<file path="src/rtl/layer_regfile_mp.sv">
// Purpose : multi-port register file of {data, tag, valid} entries with clear sweep and dump stream.
// Latency : reads are combinational (optional write-through bypass); writes land on the next rising edge.
// Backpressure : the dump stream holds address/data/tag while dump_ready_i is low; the clear sweep cannot be stalled.
//
// Ports:
//   clk_i, reset                 clock, asynchronous active-low reset
//   rs/rt/op_addr_i -> *_data_o  three combinational read ports; op port also returns tag and valid
//   we_i, wd_addr/data/tag_i     write port (dropped while the clear sweep runs)
//   clr_i, dump_req_i            single-cycle pulses starting the clear sweep / dump stream
//   dump_*                       valid/ready dump stream, one entry per transfer, last on DEPTH-1
//   busy_o, vld_cnt_o            FSM not idle, number of valid entries
module layer_regfile_mp #(
  parameter int DATA_W = 32,
  parameter int TAG_W  = 4,
  parameter int DEPTH  = 32,
  parameter int BYPASS = 1,
  localparam int ADDR_W = $clog2(DEPTH)
) (
  input  logic              clk_i,
  input  logic              reset,
  input  logic [ADDR_W-1:0] rs_addr_i,
  input  logic [ADDR_W-1:0] rt_addr_i,
  input  logic [ADDR_W-1:0] op_addr_i,
  output logic [DATA_W-1:0] rs_data_o,
  output logic [DATA_W-1:0] rt_data_o,
  output logic [DATA_W-1:0] op_data_o,
  output logic [TAG_W-1:0]  op_tag_o,
  output logic              op_vld_o,
  input  logic              we_i,
  input  logic [ADDR_W-1:0] wd_addr_i,
  input  logic [DATA_W-1:0] wd_data_i,
  input  logic [TAG_W-1:0]  wd_tag_i,
  input  logic              clr_i,
  input  logic              dump_req_i,
  output logic              dump_valid_o,
  input  logic              dump_ready_i,
  output logic [ADDR_W-1:0] dump_addr_o,
  output logic [DATA_W-1:0] dump_data_o,
  output logic [TAG_W-1:0]  dump_tag_o,
  output logic              dump_last_o,
  output logic              busy_o,
  output logic [ADDR_W:0]   vld_cnt_o
);

  localparam bit              BYP      = (BYPASS != 0);
  localparam logic [ADDR_W-1:0] PTR_LAST = ADDR_W'(DEPTH - 1);
  localparam logic [ADDR_W-1:0] PTR_ONE  = ADDR_W'(1);
  localparam logic [ADDR_W:0]   CNT_ONE  = (ADDR_W + 1)'(1);

  typedef enum logic [1:0] {
    ST_IDLE,
    ST_CLEAR,
    ST_DUMP
  } state_t;

  state_t            state_q, state_d;
  logic [ADDR_W-1:0] ptr_q, ptr_d;

  logic [DATA_W-1:0] data_q [DEPTH];
  logic [TAG_W-1:0]  tag_q  [DEPTH];
  logic [DEPTH-1:0]  vld_q;
  logic [ADDR_W:0]   vld_cnt_q;

  logic wr_acc;
  logic ptr_last;
  logic in_dump;
  logic rs_byp, rt_byp, op_byp, dump_byp;

  // The sweep owns the storage write port, so writes during CLEAR are dropped
  // entirely, including their forwarding onto the read ports.
  assign wr_acc   = we_i && (state_q != ST_CLEAR);
  assign ptr_last = (ptr_q == PTR_LAST);
  assign in_dump  = (state_q == ST_DUMP);

  // ---------------- FSM ----------------
  always_ff @(posedge clk_i or negedge reset) begin
    if (!reset) begin
      state_q <= ST_IDLE;
      ptr_q   <= '0;
    end else begin
      state_q <= state_d;
      ptr_q   <= ptr_d;
    end
  end

  always_comb begin
    state_d = state_q;
    ptr_d   = ptr_q;
    case (state_q)
      ST_IDLE: begin
        if (clr_i) begin
          state_d = ST_CLEAR;
          ptr_d   = '0;
        end else if (dump_req_i) begin
          state_d = ST_DUMP;
          ptr_d   = '0;
        end
      end
      ST_CLEAR: begin
        // Pointer wraps to 0 after DEPTH-1, leaving it ready for the next pass.
        ptr_d = ptr_q + PTR_ONE;
        if (ptr_last) state_d = ST_IDLE;
      end
      ST_DUMP: begin
        if (dump_ready_i) begin
          ptr_d = ptr_q + PTR_ONE;
          if (ptr_last) state_d = ST_IDLE;
        end
      end
      default: begin
        state_d = ST_IDLE;
        ptr_d   = '0;
      end
    endcase
  end

  // ---------------- Storage and valid count ----------------
  always_ff @(posedge clk_i or negedge reset) begin
    if (!reset) begin
      for (int i = 0; i < DEPTH; i++) begin
        data_q[i] <= '0;
        tag_q[i]  <= '0;
      end
      vld_q     <= '0;
      vld_cnt_q <= '0;
    end else if (state_q == ST_CLEAR) begin
      data_q[ptr_q] <= '0;
      tag_q[ptr_q]  <= '0;
      vld_q[ptr_q]  <= 1'b0;
      if (vld_q[ptr_q]) vld_cnt_q <= vld_cnt_q - CNT_ONE;
    end else if (we_i) begin
      data_q[wd_addr_i] <= wd_data_i;
      tag_q[wd_addr_i]  <= wd_tag_i;
      vld_q[wd_addr_i]  <= 1'b1;
      // Rewriting an already valid entry does not change the population.
      if (!vld_q[wd_addr_i]) vld_cnt_q <= vld_cnt_q + CNT_ONE;
    end
  end

  // ---------------- Read ports ----------------
  assign rs_byp   = BYP && wr_acc && (rs_addr_i == wd_addr_i);
  assign rt_byp   = BYP && wr_acc && (rt_addr_i == wd_addr_i);
  assign op_byp   = BYP && wr_acc && (op_addr_i == wd_addr_i);
  assign dump_byp = BYP && wr_acc && (ptr_q == wd_addr_i);

  assign rs_data_o = rs_byp ? wd_data_i : data_q[rs_addr_i];
  assign rt_data_o = rt_byp ? wd_data_i : data_q[rt_addr_i];
  assign op_data_o = op_byp ? wd_data_i : data_q[op_addr_i];
  assign op_tag_o  = op_byp ? wd_tag_i  : tag_q[op_addr_i];
  assign op_vld_o  = op_byp ? 1'b1      : vld_q[op_addr_i];

  // ---------------- Dump stream ----------------
  // Dump shows the live entry, so a write to the pointed entry during a stall
  // is visible on dump_data_o immediately (with bypass enabled).
  assign dump_valid_o = in_dump;
  assign dump_last_o  = in_dump && ptr_last;
  assign dump_addr_o  = in_dump ? ptr_q : '0;
  assign dump_data_o  = !in_dump ? '0 : (dump_byp ? wd_data_i : data_q[ptr_q]);
  assign dump_tag_o   = !in_dump ? '0 : (dump_byp ? wd_tag_i  : tag_q[ptr_q]);

  assign busy_o    = (state_q != ST_IDLE);
  assign vld_cnt_o = vld_cnt_q;

endmodule

</file>
<file path="config.mk">
export PLATFORM = sky130hd
export DESIGN_NAME = layer_regfile_mp
export DESIGN_NICKNAME = d
export VERILOG_FILES = /design/src/rtl/layer_regfile_mp.sv
export SDC_FILE = /design/constraint.sdc
export NUM_CORES = 2
export LEC_CHECK = 0
export CAP_MARGIN = 30
export CORE_AREA = 4 4 414 416
export CTS_BUF_LIST = sky130_fd_sc_hd__clkbuf_4
export DETAILED_ROUTE_END_ITERATION = 7
export DIE_AREA = 0 0 418 420
export PLACE_DENSITY = 0.66
export SETUP_SLACK_MARGIN = 0.2
export SYNTH_ARGS = -nofsm -noshare
export SYNTH_HDL_FRONTEND = slang
export SYNTH_SLANG_ARGS = --single-unit
export TNS_END_PERCENT = 100
</file>
<file path="constraint.sdc">
create_clock -name clk_i -period 4.7 [get_ports clk_i]
set_input_delay 1.175 -clock clk_i [delete_from_list [all_inputs] [get_ports clk_i]]
set_output_delay 1.175 -clock clk_i [all_outputs]
set_load 0.01 [all_outputs]
</file>
==> flow_summary.yaml <==
status:
  status: "finished, violations left"
  violations: "design-rule violations, negative setup slack"
setup_path:
  cp.buffers_inverters: 5
  r2r_cells: 10
  crit_start: "ptr_q[0]"
  worstReg2RegStart: "ptr_q[0]"
  worstSetupPathType: "flip-flop to output port"
  cp-end-kind: "output port"
  cp.arrival_ps: 3980
  crit_chain: "buf_12 > buf_12 > buf_16 > buf_16 > mux4_2 > a22oi_2 > nand4_1 > nor2_2 > nor2_1 > buf_2"
  crit_path_start_kind: "flip-flop"
  slowest_delay_ps: 510
  critical_path.slowest_cell: "dfrtp_4"
  crit_path_max_fanout: 6
  path_depth: 10
  required_ps: 3520
  crit_family: "buffers and inverters"
global_route:
  grt.busiest_layer: "met2"
  grtUsageMet1_pct: 49.70
  grtUsageMet3_pct: 21.09
  grt_max_degree: 154
  grt_use_total_pct: 41.89
  grt-ovfl-total: 0
  antenna_found_initial: 10
  grt_pass1_vias: 68539
  grt_pass1_wl_um: 518800
  use_met2_pct: 57.20
yosys:
  yosysUniqueCellTypes: 54
  synthMuxAreaShare_pct: 38.95
  synth-seq-cells: 1197
  syn_avg_cell_area_um2: 14.77
  yosys_warnings: 0
  synth-adder-area-share_pct: 0.1593
  synthXorXnorAreaFrac_pct: 0.2899
  synth_top_family_by_area: "multiplexers"
  synth_cells: 5317
  netlist_area_um2: 78550
  synthFlopType: "dfrtp_1"
  synthSimpleGateAreaFrac_pct: 1.962
  synth_edf_count: 0
  synthArstFlopShare_pct: 100.0
  synthTopCellsByArea: "dfrtp_1, mux4_2, a22o_1"
  ys_seq_area_share_pct: 38.13
  syn_nets: 5389
  yosysTopAreaCell: "dfrtp_1"
  yosysTopAreaCellShare_pct: 38.13
  synth_compound_area_share_pct: 16.09
clocking:
  htree_num_levels: 5
  numCtsBuffers: 349
  cts_tree: "done"
  clk-insertion-delay-late_ps: 1400
  clockBufferDepth: 4
  clkTransAtPathRegs_ps: 70
  cts_sinks: 1197
  cts_root_buf: "clkbuf_4"
sta:
  setup_violations: 65
  slew_violations: 0
  fin_ws_ps: -451.4
  max_slew_margin_pct: 20.94
  max_freq_mhz: 194.1
  skew_ps: 143.7
  min_period_ps: 5151
  hold_viol: 0
  rsz0062_at_grt: "true"
  tightest_slew_ps: 1186
  fin_crit_sh_pct: 109.6
  final.setup.tns_ps: -12350
power:
  internal_power_uw: 31350
  comb_power_share_pct: 44.5
  power_switching_uw: 17630
  ir_worst_vdd_mv: 0.3194
  p_seq_share_pct: 34.5
  power_density_nw_per_um2: 490.9
  leakage_uw: 0.04240
  switching_share_pct: 36.00
  p_total_uw: 48980
  pwr-share-clk_pct: 21.1
route:
  drc_errors: 21
  drt_wl_total_um: 372100
  vias_per_cell: 8.057
  drt_iter0_drc: 11478
  routedWlPerCell_um: 43.24
  first_pass_iters: 8
  vias: 69346
  ant_nets: 0
floorplanning:
  coreArea_um2: 167200
  dieArea_um2: 175600
  die_w_um: 418
  io_pins: 213
  initial_utilization_pct: 46.98
  fp-row-count: 150
  chipHeight_um: 420
layout:
  final_nets: 6213
  syn_to_final_growth_pct: 27.01
  drive_above_1_share_pct: 53.99
hold_path:
  min_path_type: "input pin to asynchronous set/reset pin"
flow_run:
  cap_violations: 0
placed_design:
  dp_hpwl_um: 204100
  port_buffers: 212
  globalplace.congestion: 0.9409
==> sequential cells by signal, indices dropped and copies added (netlist names) <==
name / count
vld_cnt_o: 6
state_q: 2
tag_q: 128
vld_q: 32
data_q: 1024
ptr_q: 5
==> placed cells by master (no fill, tap or decap), types with 24 or more instances in the layout <==
master           netlist  routed
a21oi_2                0      43
a22o_1              1178    1178
a22oi_1               96      53
a22oi_2                0      43
and3_4                 0      24
buf_12                 0     255
buf_16                 0      70
buf_2                235     106
buf_4                 22     587
buf_6                 13     138
buf_8                  0      31
clkbuf_4               0     485
clkdlybuf4s50_1        0      55
clkinv_1               0      68
clkinv_2               0      27
dfrtp_1             1197    1192
mux2i_1              118      77
mux2i_2                0      31
mux4_2              1305    1305
nand2_1               83      43
nand3_1               29      29
nor2_4                 0      67
o21ai_0               95      49
o21ai_2                0      41
==> worst reg2reg max path, stage by stage, from the launching register on <==
cell	delay, ps
dfrtp_4	510
buf_12	160
buf_4	160
buf_6	130
buf_16	140
buf_12	140
ha_1	290
nand3_1	150
nor2b_4	870
buf_4	770
a22o_1	230
==> kinds of logic (layout without fill, tap and decap cells) <==
| logic type | count (synthesis) | in the layout |
|---|---|---|
| compound gates | 1544 | 1544 |
| xor+xnor | 26 | 26 |
| fa+ha+maj | 10 | 10 |
| buf+inv | 798 | 1865 |
| flops | 1197 | 1197 |
| mux | 1425 | 1425 |
| other cells | 0 | 19 |
| simple gates | 317 | 317 |
==> metrics by stage <==
stage               worst slack (ps)  utilization, %  instance area [µm²]  hold WS (ps)  cells
floorplan                      490.4               -                78550         476.9   5317
global placement              -421.7           52.52                87820         488.1   7565
detailed placement            -392.2           52.59                87950         478.9   7570
CTS                           -449.7           58.32                97530         266.6   8495
global route                  -529.8           59.64                99740         293.3   8594
finish                        -451.4           59.66                99770         318.9   8607
==> synth_stat cells, types with 25 or more instances <==
cell type,count
nor2_1,94
nor2b_1,25
buf_2,235
and3_1,29
mux2i_1,118
clkbuf_1,376
mux4_2,1305
o21ai_0,95
buf_1,140
a22o_1,1178
a221oi_1,28
a22oi_1,96
nand2_1,83
a21oi_1,64
dfrtp_1,1197
nand3_1,29
==> layout make-up <==
| class | count | area, µm² |
|---|---|---|
| Fill cell | 12440 | 67450 |
| Clock inverter | 109 | 679.4 |
| Inverter | 12 | 48.80 |
| Tap cell | 2204 | 2758 |
| Timing Repair Buffer | 1259 | 14930 |
| Antenna cell | 19 | 47.55 |
| Multi-Input combinational cell | 3322 | 47690 |
| Sequential cell | 1197 | 29970 |
| Clock buffer | 485 | 3641 |
==> timing repair <==
| action | CTS | global route |
|---|---|---|
| endpoints found under the hold margin | 29 | 0 |
| resized for setup | 1091 | 292 |
| pin swaps | 138 | 114 |
| cloned | 36 | 5 |
| endpoints found under the setup margin | 144 | 139 |
| hold buffers | 1 | 0 |
| setup buffers | 294 | 80 |
==> power by group through the flow <==
stage	clock, µW	combinational [µW]	sequential [µW]
floorplan	0	12500	15600
CTS	10300	20700	16600
global route	10900	22500	17200
global placement	0	17600	16600
finish	10300	21800	16900
detailed placement	0	17800	16800
==> metal layers <==
metal  wire, µm  vias up
li1           -    24469
met3      66480     2233
met4      38780       10
met1     114000    35049
met5        163        -
met2     152700     7585
==> worst paths after layout <==
| kind | to | slack [ps] |
|---|---|---|
| max | dump_data_o[30] | -450 |
| max in group asynchronous | data_q[742] | 2830 |
| min in group clk_i | state_q[0] | 390 |
| min | data_q[768] | 320 |
| min reg2reg | vld_cnt_o[5] | 500 |
| max reg2reg | data_q[85] | 1020 |
(Power assumes the default switching activity.)
